### src/rtl/box_plot_arbiter.sv
`default_nettype none
// ============================================================================
//  Module      : box_plot_arbiter
//  Description : Round-robin arbiter sharing one VGA pixel-write port between
//                two box-drawing requesters. The winner's box origin and
//                colour are latched, a SIZE x SIZE raster fill is sequenced
//                onto the plot port with off-screen clipping, and a one-cycle
//                ack is returned when the box is complete.
//  Revision    : 1.0 - initial release
// ============================================================================
module box_plot_arbiter #(
    parameter int SIZE_LOG2 = 2,
    parameter int X_MAX     = 159,
    parameter int Y_MAX     = 119
) (
    input  logic       clk,
    input  logic       r_set,
    input  logic       req0,
    input  logic [7:0] x0,
    input  logic [6:0] y0,
    input  logic [2:0] c0,
    input  logic       erase0,
    input  logic       req1,
    input  logic [7:0] x1,
    input  logic [6:0] y1,
    input  logic [2:0] c1,
    input  logic       erase1,
    output logic [1:0] grant,
    output logic       ack0,
    output logic       ack1,
    output logic       busy,
    output logic [7:0] out_x,
    output logic [6:0] out_y,
    output logic [2:0] out_c,
    output logic       plot
);

    // Pixel counter spans one full box: {iy, ix}, ix in the low bits.
    localparam int              c_CNT_W    = 2 * SIZE_LOG2;
    localparam logic [c_CNT_W-1:0] c_CNT_LAST = {c_CNT_W{1'b1}};

    // Clip limits sized to the unclipped coordinate sums.
    localparam logic [8:0] c_X_MAX = 9'(X_MAX);
    localparam logic [7:0] c_Y_MAX = 8'(Y_MAX);

    // FSM encoding
    localparam logic [1:0] c_IDLE = 2'd0;
    localparam logic [1:0] c_DRAW = 2'd1;
    localparam logic [1:0] c_DONE = 2'd2;

    logic [1:0]         r_state;
    logic [1:0]         r_grant;
    logic               r_prio;     // 0: favour requester 0, 1: favour requester 1
    logic [c_CNT_W-1:0] r_cnt;
    logic [7:0]         r_bx;
    logic [6:0]         r_by;
    logic [2:0]         r_colour;

    logic               w_win0;
    logic               w_win1;
    logic               w_start;
    logic [SIZE_LOG2-1:0] w_ix;
    logic [SIZE_LOG2-1:0] w_iy;
    logic [8:0]         w_x9;
    logic [7:0]         w_y8;
    logic               w_on_screen;

    // Arbitration: a lone request wins outright; on contention the pointer decides.
    assign w_win0  = req0 & (~req1 | ~r_prio);
    assign w_win1  = req1 & (~req0 |  r_prio);
    assign w_start = (r_state == c_IDLE) & (w_win0 | w_win1);

    // State, grant ownership and round-robin pointer.
    always_ff @(posedge clk or negedge r_set) begin
        if (!r_set) begin
            r_state <= c_IDLE;
            r_grant <= 2'b00;
            r_prio  <= 1'b0;
        end else begin
            case (r_state)
                c_IDLE: begin
                    if (w_start) begin
                        r_state <= c_DRAW;
                        r_grant <= {w_win1, w_win0};
                    end
                end
                c_DRAW: begin
                    if (r_cnt == c_CNT_LAST) begin
                        r_state <= c_DONE;
                    end
                end
                c_DONE: begin
                    r_state <= c_IDLE;
                    r_grant <= 2'b00;
                    // Whoever was just served loses the next tie.
                    r_prio  <= r_grant[0];
                end
                default: begin
                    r_state <= c_IDLE;
                    r_grant <= 2'b00;
                end
            endcase
        end
    end

    // Capture the winner's box; erase forces black so the box is wiped.
    always_ff @(posedge clk or negedge r_set) begin
        if (!r_set) begin
            r_bx     <= 8'd0;
            r_by     <= 7'd0;
            r_colour <= 3'd0;
        end else if (w_start) begin
            if (w_win1) begin
                r_bx     <= x1;
                r_by     <= y1;
                r_colour <= erase1 ? 3'b000 : c1;
            end else begin
                r_bx     <= x0;
                r_by     <= y0;
                r_colour <= erase0 ? 3'b000 : c0;
            end
        end
    end

    // Raster pixel counter: cleared on grant, stepped once per DRAW cycle.
    always_ff @(posedge clk or negedge r_set) begin
        if (!r_set) begin
            r_cnt <= '0;
        end else if (w_start) begin
            r_cnt <= '0;
        end else if ((r_state == c_DRAW) && (r_cnt != c_CNT_LAST)) begin
            r_cnt <= r_cnt + 1'b1;
        end
    end

    // Pixel address is formed one bit wider than the port so the clip test
    // sees boxes that run off the right or bottom edge.
    assign w_ix        = r_cnt[SIZE_LOG2-1:0];
    assign w_iy        = r_cnt[c_CNT_W-1:SIZE_LOG2];
    assign w_x9        = {1'b0, r_bx} + {{(9 - SIZE_LOG2){1'b0}}, w_ix};
    assign w_y8        = {1'b0, r_by} + {{(8 - SIZE_LOG2){1'b0}}, w_iy};
    assign w_on_screen = (w_x9 <= c_X_MAX) && (w_y8 <= c_Y_MAX);

    // Pixel port decode from registered state only; quiet outside DRAW.
    always_comb begin
        out_x = 8'd0;
        out_y = 7'd0;
        out_c = 3'd0;
        plot  = 1'b0;
        if (r_state == c_DRAW) begin
            out_x = w_x9[7:0];
            out_y = w_y8[6:0];
            out_c = r_colour;
            plot  = w_on_screen;
        end
    end

    assign grant = r_grant;
    assign ack0  = (r_state == c_DONE) & r_grant[0];
    assign ack1  = (r_state == c_DONE) & r_grant[1];
    assign busy  = (r_state == c_DRAW) | (r_state == c_DONE);

endmodule
`default_nettype wire

### config.mk
export PLATFORM = sky130hd
export DESIGN_NAME = box_plot_arbiter
export DESIGN_NICKNAME = d
export VERILOG_FILES = /design/src/rtl/box_plot_arbiter.sv
export SDC_FILE = /design/constraint.sdc
export NUM_CORES = 1
export LEC_CHECK = 0
export BUFFER_PORTS_ARGS = -buffer_cell sky130_fd_sc_hd__clkbuf_2
export CORE_MARGIN = 8
export CORE_UTILIZATION = 53
export DETAILED_ROUTE_END_ITERATION = 10
export GPL_ROUTABILITY_DRIVEN = 0
export PLACE_DENSITY_LB_ADDON = 0.1
export SYNTH_ARGS = -nofsm -noshare
export SYNTH_HDL_FRONTEND = slang
export SYNTH_SLANG_ARGS = --single-unit
### constraint.sdc
create_clock -name clk -period 5.3 [get_ports clk]
set_input_delay 1.06 -clock clk [delete_from_list [all_inputs] [get_ports clk]]
set_output_delay 1.06 -clock clk [all_outputs]
set_load 0.005 [all_outputs]
; ---- Word-level counts from Yosys, hierarchy flattened
; Index checks and enable logic that the tools add are counted.
[classes]
order_cmp = 2
reduce_logical = 6
muxes = 16
n_addsub = 3
eq_ne = 6
bitwise = 13
[ops]
columns = operator, count
row1 = $mux W8, 2
row2 = $mux W7, 2
row3 = $mux W3, 4
row4 = $add A8 B2 Y9, 1
row5 = $le A9 B8 Y1 const B, 1
row6 = $add A7 B2 Y8, 1
row7 = $le A8 B7 Y1 const B, 1
row8 = $mux W4, 2
row9 = $pmux W2 S2, 2
row10 = $mux W2, 3
row11 = $and A1 B1 Y1, 5
row12 = $add A4 B1 Y4 const B, 1
row13 = $eq A4 B4 Y1 const B, 1
row14 = $ne A2 B2 Y1 const B, 2
row15 = $ne A4 B4 Y1 const B, 1
row16 = $not A1 Y1, 4
row17 = $or A1 B1 Y1, 4
row18 = $reduce_and A2 Y1, 2
row19 = $eq A2 B1 Y1 const B, 1
row20 = $eq A2 B2 Y1 const B, 1
row21 = $logic_and A1 B1 Y1, 2
row22 = $logic_not A2 Y1, 1
row23 = $reduce_bool A2 Y1, 1
row24 = $mux W1, 1
[word_totals]
input_bits = 42
register_bits = 27

; ---- Depth between registers and ports, before layout
; Gate-level depths: netlist of the first run.
[depth]
ltp_word = 7
ltp_mapped = 6
depth_no_buf = 6

; ---- Least setup slack after synthesis of the first run
; OpenSTA, ideal clock, no wires.
[synth_timing]
kind = reg-to-output
startpoint = register r_cnt[0]
endpoint = output plot
arrival_ns = 2.064
t_required_ns = 4.240
stages_incl_launch_ff = 7
path_slack_ns = 2.176
path_cell_list = dfrtp_1 -> ha_1 -> fa_1 -> and4_4 -> or4b_1 -> o311a_1 -> nor4_2
[synth_via]
elab_chain_len = 4
[synth_rtl]
columns = item, line
row1 = start: declaration, 54  ; logic [c_CNT_W-1:0] r_cnt;
row2 = start signal: assignment, 132  ; r_cnt <= r_cnt + 1'b1;
row3 = $add A8 B2 Y9, 140  ; assign w_x9 = {1'b0, r_bx} + {{(9 - SIZE_LOG2){1'b0}}, w_ix};
row4 = $le A9 B8 Y1, 142  ; assign w_on_screen = (w_x9 <= c_X_MAX) && (w_y8 <= c_Y_MAX);
row5 = $logic_and A1 B1 Y1, 142
row6 = $mux W1, 150  ; if (r_state == c_DRAW) begin
row7 = end: declaration, 35  ; output logic plot
; No other way between the ends.

; ---- Worst setup path after layout of the first run
; Same ends and word-level chain as after synthesis.

==> flow_metrics.py, run 1 <==
metrics = {
    "clock_network": {
        "cts_setup_buffers": 0,
        "cts_tree": "yes",
        "htree_levels": 1,
        "cts_sinks": 27,
        "clk_latency_ns": 0.34,
        "clockBufferDepth": 2,
        "holdBufCountCts": 0,
        "cts_buffers": 3,
        "cts_resized": 0,
        "path_clk_slew_ns": 0.16,
        "clk_root_buffer_cell": "clkbuf_4",
    },
    "drt": {
        "wl_per_cell_microns": 13.7,
        "vias": 1576,
        "drcViolationCount": 0,
        "first_iter_violations": 62,
        "first_pass_iters": 4,
        "antenna_left": 0,
        "avgViaCountPerCell": 5.22,
        "totalWireLength_microns": 4120,
    },
    "synth": {
        "syn_avg_cell_area_sq_um": 8.95,
        "async_reset_ff_share_pct": 100,
        "synthFlopType": "dfrtp_1",
        "synth-seq-cells": 27,
        "ys.warnings.count": 0,
        "syn_area_sq_um": 1760,
        "synth_fp_nets": 249,
        "synth-edff-count": 0,
        "yosysUniqueCellTypes": 37,
        "seq_area_frac_synth_pct": 38.3,
        "synthesis.instances": 197,
    },
    "setup_path": {
        "endpoint_kind": "output pin",
        "endpoint": "plot",
        "cp.required_ns": 4.24,
        "critPathMaxFanout": 4,
        "crit_type": "flip-flop to output pin",
        "cp-startpoint": "r_cnt[0]",
        "r2r_end": "grant[0]",
        "r2r_start": "r_state[1]",
        "cp-start-kind": "flip-flop",
        "worst_ep_arrival_time_ns": 2.68,
        "reg2reg_depth": 6,
        "r2r_slack_ns": 3.25,
    },
    "die": {
        "initial_core_util_pct": 54.1,
        "io_pins": 66,
        "die_h_microns": 73.7,
        "dieArea_sq_um": 5430,
        "num_rows": 21,
        "core-area_sq_um": 3260,
        "fp.dieW_microns": 73.7,
    },
    "global_routing": {
        "grt_usage_pct": 16.4,
        "antenna_found_initial": 0,
        "grt_max_degree": 31,
        "grt_pass1_wl_microns": 7160,
        "grt_pass1_vias": 1648,
        "overflow": 0,
    },
    "timing": {
        "worst_clock_skew_ns": 0.00940,
        "fin_setup_tns_ns": 0,
        "drv_slew": 0,
        "slew_headroom_pct": 25.9,
        "timing.final.crit_share_pct": 70.5,
        "fmax_ghz": 0.268,
        "setup_viol": 0,
        "rsz0062_at_grt": "false",
        "worst_slew_pin_slew_ns": 1.11,
        "post-route-min-period_ns": 3.74,
        "finalHoldViolCount": 0,
    },
    "finish": {
        "synthToLayoutAreaGrowth_pct": 21.1,
        "final_common_cell": "clkbuf_2",
        "multiInputGateArea_sq_um": 1030,
        "fin_area_sq_um": 2140,
        "seq_area_sq_um": 676,
        "nets": 309,
        "drive_gt1_share_pct": 29.3,
        "num_antenna_cells": 0,
        "final_cell_mix": "clkbuf_2, dfrtp_1, nand2_1, nor2_1, o21ai_1",
        "fillerInstances": 310,
    },
    "placement": {
        "port_buffers": 65,
        "dp_hpwl_microns": 3230,
        "placed_cell_area_sq_um": 2110,
    },
    "flow_run": {
        "maxCapViolCount": 0,
    },
    "power": {
        "cellLeakagePower_nw": 1.11,
        "vdd_ir_drop_max_mv": 0.194,
        "power_density_nw_per_um2": 458,
    },
    "min_path": {
        "hold_path.startpoint": "r_by[0]",
        "hold_class": "flip-flop to flip-flop",
    },
    "status": {
        "status": "finished, final reports clean",
    },
}
==> power breakdown <==
part / internal (mW) / total [mW] / switching (mW)
Clock: 0.0284 / 0.0930 / 0.0646
Combinational: 0.230 / 0.494 / 0.263
Sequential: 0.293 / 0.391 / 0.0978
Total: 0.552 / 0.978 / 0.426
==> how the worst min path moves through the flow <==
stage | end | cells past startpoint | slack, ns
6_report | r_by[0] | 2 | 0.51
3_5_place_dp | r_by[0] | 2 | 0.48
4_1_cts | r_by[0] | 2 | 0.52
2_1_floorplan | r_bx[0] | 2 | 0.46
5_1_grt | r_bx[0] | 2 | 0.55
3_3_place_gp | r_by[0] | 2 | 0.48
==> registers in the layout, summed over array words and instances (netlist names) <==
| signal | count |
|---|---|
| r_bx | 8 |
| r_colour | 3 |
| r_cnt | 4 |
| grant | 2 |
| r_state | 2 |
| r_by | 7 |
| r_prio | 1 |
==> per-layer routing <==
metal	routed length (microns)	vias to the layer above	share of wire, %	GRT usage (%)
met5	0	-	0	0
met4	48	0	1.2	4.88
met3	286	5	6.9	3.82
met2	1920	44	47	27.1
met1	1870	730	45	20.6
li1	-	797	-	-
==> critical path: stages, from the launching register on <==
cell and delay (ns):
dfrtp_1 0.45, ha_1 0.25, fa_1 0.43, and4_4 0.18, or4b_1 0.51, o311a_1 0.14
nor4_2 0.21, clkbuf_2 0.15
==> cells by family (layout without fill, tap and decap cells) <==
group | Yosys count | in the layout | share of synthesized area (%)
AOI/OAI and AO/OA | 36 | 36 | 11.6
xor gates and xnor gates | 13 | 13 | 6.46
adders and majority gates | 10 | 10 | 7.95
buffers and inverters | 14 | 73 | 3.19
DFF | 27 | 27 | 38.3
muxes | 16 | 16 | 9.16
and+or+nand+nor | 81 | 81 | 23.3
==> metrics by stage <==
stage | utilization [%] | total power, mW | instances | setup slack, ns | hold slack [ns]
after CTS | 65.6 | 0.991 | 302 | 1.55 | 0.518
after global routing | 65.6 | 1.08 | 302 | 1.40 | 0.554
after global placement | 64.7 | 0.886 | 298 | 2.00 | 0.477
after floorplan | - | 0.710 | 197 | 2.18 | 0.460
after detailed placement | 64.7 | 0.900 | 298 | 1.95 | 0.484
final | 65.6 | 0.978 | 302 | 1.56 | 0.509
==> cell type report <==
class	count	share of cell area [%]
clock buffers	3	1.05
clock inverters	1	0.234
inverters	4	0.703
multi-input cells	156	48.4
flip-flops and latches	27	31.6
well taps	46	2.69
repair buffers	65	15.2
==> cell usage after synthesis, drive strengths merged, types with 2 or more instances <==
| cell type | n | area [sq um] |
|---|---|---|
| o22ai | 2 | 12.5 |
| nand2 | 25 | 96.4 |
| nor2b | 2 | 15.0 |
| nand3b | 3 | 22.5 |
| mux2i | 15 | 150 |
| xor2 | 8 | 70.1 |
| nand3 | 8 | 40.0 |
| fa | 2 | 40.0 |
| a31oi | 3 | 18.8 |
| ha | 8 | 100 |
| nor2 | 22 | 82.6 |
| o21ai | 17 | 85.1 |
| clkbuf | 9 | 33.8 |
| inv | 4 | 15.0 |
| a21oi | 9 | 45.0 |
| and2 | 9 | 56.3 |
| a22o | 2 | 17.5 |
| dfrtp | 27 | 676 |
| nand4b | 3 | 26.3 |
| xnor2 | 5 | 43.8 |
(Power assumes the default switching activity.)
==> run 2: changes to the inputs <==
CORE_UTILIZATION = 49   (was 53)
clock period = 3.85 ns   (was 5.3 ns; I/O delays follow)
==> flow_metrics.py, run 2 (same netlist as run 1, synthesis figures left out) <==
metrics = {
    "status": {
        "status": "finished, final reports clean",
    },
    "power": {
        "power_density_nw_per_um2": 635,
        "vdd_ir_drop_max_mv": 0.300,
        "switchingPower_mw": 0.598,
        "switching_share_pct": 43.8,
        "p_comb_share_pct": 50.7,
        "power_frac_clock_pct": 9.5,
        "cellLeakagePower_nw": 1.11,
        "intPower_mw": 0.765,
        "p_seq_share_pct": 39.8,
    },
    "setup_path": {
        "cp-start-kind": "flip-flop",
        "crit_family": "simple AND/OR/NAND/NOR gates",
        "path_buf_inv": 1,
        "max_stage_delay_ns": 0.52,
        "critPathSlowestCell": "or4b_1",
        "worst_ep_arrival_time_ns": 2.67,
        "critPathMaxFanout": 4,
        "path_cells": "ha_1 > fa_1 > and4_4 > or4b_1 > o311a_1 > nor4_2 > clkbuf_2",
        "endpoint_kind": "output pin",
        "crit_type": "flip-flop to output pin",
        "cp.required_ns": 3.08,
    },
    "timing": {
        "fin_setup_tns_ns": 0,
        "fmax_ghz": 0.290,
        "timing.final.crit_share_pct": 89.5,
        "drv_slew": 0,
        "rsz0062_at_grt": "false",
        "worst_clock_skew_ns": 0.0111,
        "setup_viol": 0,
        "finalHoldViolCount": 0,
        "hold-worst-slack_ns": 0.440,
        "slew_headroom_pct": 27.3,
        "post-route-min-period_ns": 3.44,
        "worst_slew_pin_slew_ns": 1.09,
    },
    "global_routing": {
        "grt_pass1_wl_microns": 7580,
        "grt_pass1_vias": 1654,
        "grt_use_met2_pct": 26.6,
        "overflow": 0,
        "busiest_layer": "met2",
        "antenna_found_initial": 0,
        "grt_max_degree": 31,
        "grtUsageMet1_pct": 17.9,
        "met3_usage_pct": 5.19,
        "grt_usage_pct": 15.2,
    },
    "drt": {
        "drcViolationCount": 0,
        "avgViaCountPerCell": 5.26,
        "vias": 1595,
        "wl_per_cell_microns": 14.3,
        "first_pass_iters": 4,
        "antenna_left": 0,
        "first_iter_violations": 70,
        "totalWireLength_microns": 4350,
    },
    "clock_network": {
        "cts_resized": 0,
        "clk_root_buffer_cell": "clkbuf_4",
        "holdBufCountCts": 0,
        "cts_sinks": 27,
        "cts_tree": "yes",
        "clockBufferDepth": 2,
        "cts_setup_buffers": 0,
        "clk_latency_ns": 0.34,
        "htree_levels": 1,
        "cts_buffers": 3,
        "path_clk_slew_ns": 0.16,
    },
    "die": {
        "io_pins": 66,
        "dieArea_sq_um": 5770,
        "core-area_sq_um": 3390,
        "fp.dieW_microns": 76.0,
        "num_rows": 21,
        "initial_core_util_pct": 52.0,
        "die_h_microns": 76.0,
    },
    "finish": {
        "drive_gt1_share_pct": 29.6,
        "final_common_cell": "clkbuf_2",
        "final_cell_mix": "clkbuf_2, dfrtp_1, nand2_1, nor2_1, o21ai_1",
        "fillerInstances": 320,
        "reg_top3": "r_bx (8), r_by (7), r_cnt (4)",
        "num_antenna_cells": 0,
        "regMostFlops": "r_bx",
        "synthToLayoutAreaGrowth_pct": 21.7,
        "largest_reg_flops": 8,
        "nets": 310,
    },
    "min_path": {
        "hold_class": "primary input to async pin",
    },
    "placement": {
        "port_buffers": 65,
        "dp_hpwl_microns": 3410,
    },
    "flow_run": {
        "maxCapViolCount": 0,
    },
}
==> run 2: final cells by class <==
cell class / instances / area, sq um / share of cell area, %
sequential: 27 / 676 / 31.5
multi-input combinational: 156 / 1030 / 48.2
clock inverter: 1 / 7.51 / 0.350
timing repair buffer: 66 / 333 / 15.5
tap: 46 / 57.6 / 2.68
inverter: 4 / 15.0 / 0.700
clock buffer: 3 / 22.5 / 1.05
==> run 2: through the flow <==
| step | total power [mW] | setup slack, ns | cell area (sq um) | instances | util, % |
|---|---|---|---|---|---|
| 6_report | 1.36 | 0.406 | 2150 | 303 | 63.3 |
| 5_1_grt | 1.50 | 0.282 | 2150 | 303 | 63.3 |
| 3_3_place_gp | 1.23 | 0.839 | 2120 | 299 | 62.4 |
| 2_1_floorplan | 0.978 | 1.02 | 1760 | 197 | - |
| 4_1_cts | 1.39 | 0.396 | 2150 | 303 | 63.3 |
| 3_5_place_dp | 1.25 | 0.795 | 2120 | 299 | 62.4 |
==> run 2: final timing paths <==
check | from | slack (ns) | cells after the start | end
max | r_cnt[0] | 0.41 | 7 | plot
min | r_set | 0.44 | 1 | r_prio
max reg2reg | r_state[0] | 2.05 | 5 | r_colour[0]
min reg2reg | r_by[0] | 0.52 | 2 | r_by[0]
max in group asynchronous | r_set | 2.95 | 1 | r_bx[5]
min in group clk | r_by[0] | 0.52 | 2 | r_by[0]
==> run 2: worst reg2reg max path, cell delays in order, from the launching register on <==
cell	delay [ns]
dfrtp_1	0.44
inv_1	0.09
ha_1	0.31
nor2b_1	0.61
nor2_1	0.08
a31oi_1	0.18
==> run 2: metal layers <==
metal  routed length (microns)  vias to the layer above
li1                          -                      803
met1                      1980                      754
met2                      2100                       36
met3                       245                        2
met4                        16                        0
met5                         0                        -
==> run 2: power groups by stage <==
stage / Combinational (mW) / Sequential, mW / Clock [mW]
2_1_floorplan: 0.464 / 0.514 / 0
3_3_place_gp: 0.690 / 0.540 / 0
3_5_place_dp: 0.706 / 0.547 / 0
4_1_cts: 0.709 / 0.541 / 0.135
5_1_grt: 0.794 / 0.565 / 0.146
6_report: 0.691 / 0.542 / 0.129
==> run 3: changes to the inputs <==
==> constraint.sdc (replaced) <==
create_clock -name clk -period 3.85 [get_ports clk]
set_input_delay 0.1925 -clock clk [delete_from_list [all_inputs] [get_ports clk]]
set_output_delay 0.1925 -clock clk [all_outputs]
set_load 0.005 [all_outputs]
==> flow_metrics.py, run 3 (same netlist as run 1, synthesis figures left out) <==
metrics = {
    "drt": {
        "drcViolationCount": 0,
        "wl_per_cell_microns": 13.7,
        "antenna_left": 0,
        "first_iter_violations": 62,
        "avgViaCountPerCell": 5.21,
        "first_pass_iters": 4,
        "totalWireLength_microns": 4160,
        "vias": 1579,
    },
    "timing": {
        "worst_slew_pin_slew_ns": 1.09,
        "post-route-min-period_ns": 2.84,
        "fmax_ghz": 0.352,
        "fin_setup_tns_ns": 0,
        "setup_viol": 0,
        "slew_headroom_pct": 27.2,
        "finalHoldViolCount": 0,
        "drv_slew": 0,
        "rsz0062_at_grt": "false",
        "timing.final.crit_share_pct": 73.9,
        "worst_clock_skew_ns": 0.0140,
    },
    "global_routing": {
        "grt_max_degree": 31,
        "antenna_found_initial": 0,
        "grt_usage_pct": 14.6,
        "grt_pass1_wl_microns": 7190,
        "grt_pass1_vias": 1617,
        "overflow": 0,
    },
    "min_path": {
        "hold_class": "primary input to flip-flop",
    },
    "clock_network": {
        "path_clk_slew_ns": 0.16,
        "cts_setup_buffers": 0,
        "holdBufCountCts": 1,
        "cts_resized": 0,
        "clk_latency_ns": 0.34,
        "cts_sinks": 27,
        "cts_tree": "yes",
        "htree_levels": 1,
        "cts_buffers": 3,
        "clk_root_buffer_cell": "clkbuf_4",
        "clockBufferDepth": 2,
    },
    "finish": {
        "final_common_cell": "clkbuf_2",
        "nets": 310,
        "final_core_util_pct": 63.4,
        "fillerInstances": 331,
        "largest_reg_flops": 8,
        "num_antenna_cells": 0,
        "reg_top3": "r_bx (8), r_by (7), r_cnt (4)",
        "final_cell_mix": "clkbuf_2, dfrtp_1, nand2_1, nor2_1, o21ai_1",
        "synthToLayoutAreaGrowth_pct": 21.9,
        "drive_gt1_share_pct": 29.2,
        "regMostFlops": "r_bx",
    },
    "power": {
        "intPower_mw": 0.760,
        "cellLeakagePower_nw": 1.11,
        "p_comb_share_pct": 50.3,
        "power_density_nw_per_um2": 626,
        "switchingPower_mw": 0.585,
        "switching_share_pct": 43.5,
        "vdd_ir_drop_max_mv": 0.355,
        "power_frac_clock_pct": 9.7,
        "p_seq_share_pct": 40.0,
    },
    "setup_path": {
        "cp.required_ns": 3.66,
        "cp-start-kind": "flip-flop",
        "critPathMaxFanout": 4,
        "worst_ep_arrival_time_ns": 2.65,
        "endpoint_kind": "output pin",
        "crit_type": "flip-flop to output pin",
    },
    "die": {
        "num_rows": 21,
        "die_h_microns": 76.0,
        "io_pins": 66,
        "fp.dieW_microns": 76.0,
        "core-area_sq_um": 3390,
        "dieArea_sq_um": 5770,
        "initial_core_util_pct": 52.0,
    },
    "placement": {
        "port_buffers": 65,
        "dp_hpwl_microns": 3280,
    },
    "flow_run": {
        "maxCapViolCount": 0,
    },
    "status": {
        "status": "finished, final reports clean",
    },
}
==> run 3: cell count changes in the layout (fill, tap and decap cells not counted) <==
| cell | before | now |
|---|---|---|
| buf_4 | 1 | 0 |
| dlygate4sd3_1 | 0 | 1 |
==> run 3: layer usage <==
layer  track usage [%]  vias to the layer above  part of all wire [%]
met5                 0                        -                     0
met1              17.2                      734                    46
li1                  -                      802                     -
met3              4.83                        2                   5.3
met2              25.1                       41                    48
met4              2.35                        0                  0.48
==> run 3: worst paths after layout <==
kind | start | end | slack [ns] | depth (start not counted)
min | c0[1] | r_colour[1] | 0.1 | 3
min reg2reg | r_bx[0] | r_bx[0] | 0.52 | 2
min in group asynchronous | r_set | r_state[0] | 0.39 | 2
max reg2reg | r_state[1] | grant[0] | 1.77 | 6
max in group asynchronous | r_set | r_cnt[1] | 3.02 | 2
max | r_cnt[0] | plot | 1.01 | 7
==> run 3: final cells by class <==
type                       count  area (sq um)  area share [%]
multi-input combinational    156          1030            48.2
sequential                    27           676            31.5
timing repair buffer          66           335            15.6
tap                           46          57.6            2.68
clock buffer                   3          22.5            1.05
inverter                       4          15.0           0.699
clock inverter                 1          7.51           0.349
==> run 3: worst max-delay path, stage by stage, from the launching register on <==
cell	delay (ns)
dfrtp_1	0.45
ha_1	0.24
fa_1	0.42
and4_4	0.18
or4b_1	0.52
o311a_1	0.15
nor4_2	0.21
clkbuf_2	0.16
==> run 3: through the flow <==
step / power, mW / setup WS, ns / instance area, sq um / hold WS, ns / instances
floorplan: 0.978 / 1.59 / 1760 / -0.103 / 197
global placement: 1.22 / 1.42 / 2110 / 0.267 / 298
detailed placement: 1.23 / 1.39 / 2110 / 0.264 / 298
CTS: 1.36 / 0.989 / 2150 / 0.0875 / 303
global route: 1.49 / 0.898 / 2150 / 0.0773 / 303
finish: 1.34 / 1.01 / 2150 / 0.0969 / 303
==> run 3: power groups by stage <==
stage / clock [mW] / sequential, mW / combinational, mW
detailed placement: 0 / 0.543 / 0.690
global route: 0.147 / 0.561 / 0.781
global placement: 0 / 0.540 / 0.682
CTS: 0.135 / 0.537 / 0.693
floorplan: 0 / 0.514 / 0.464
finish: 0.131 / 0.538 / 0.677
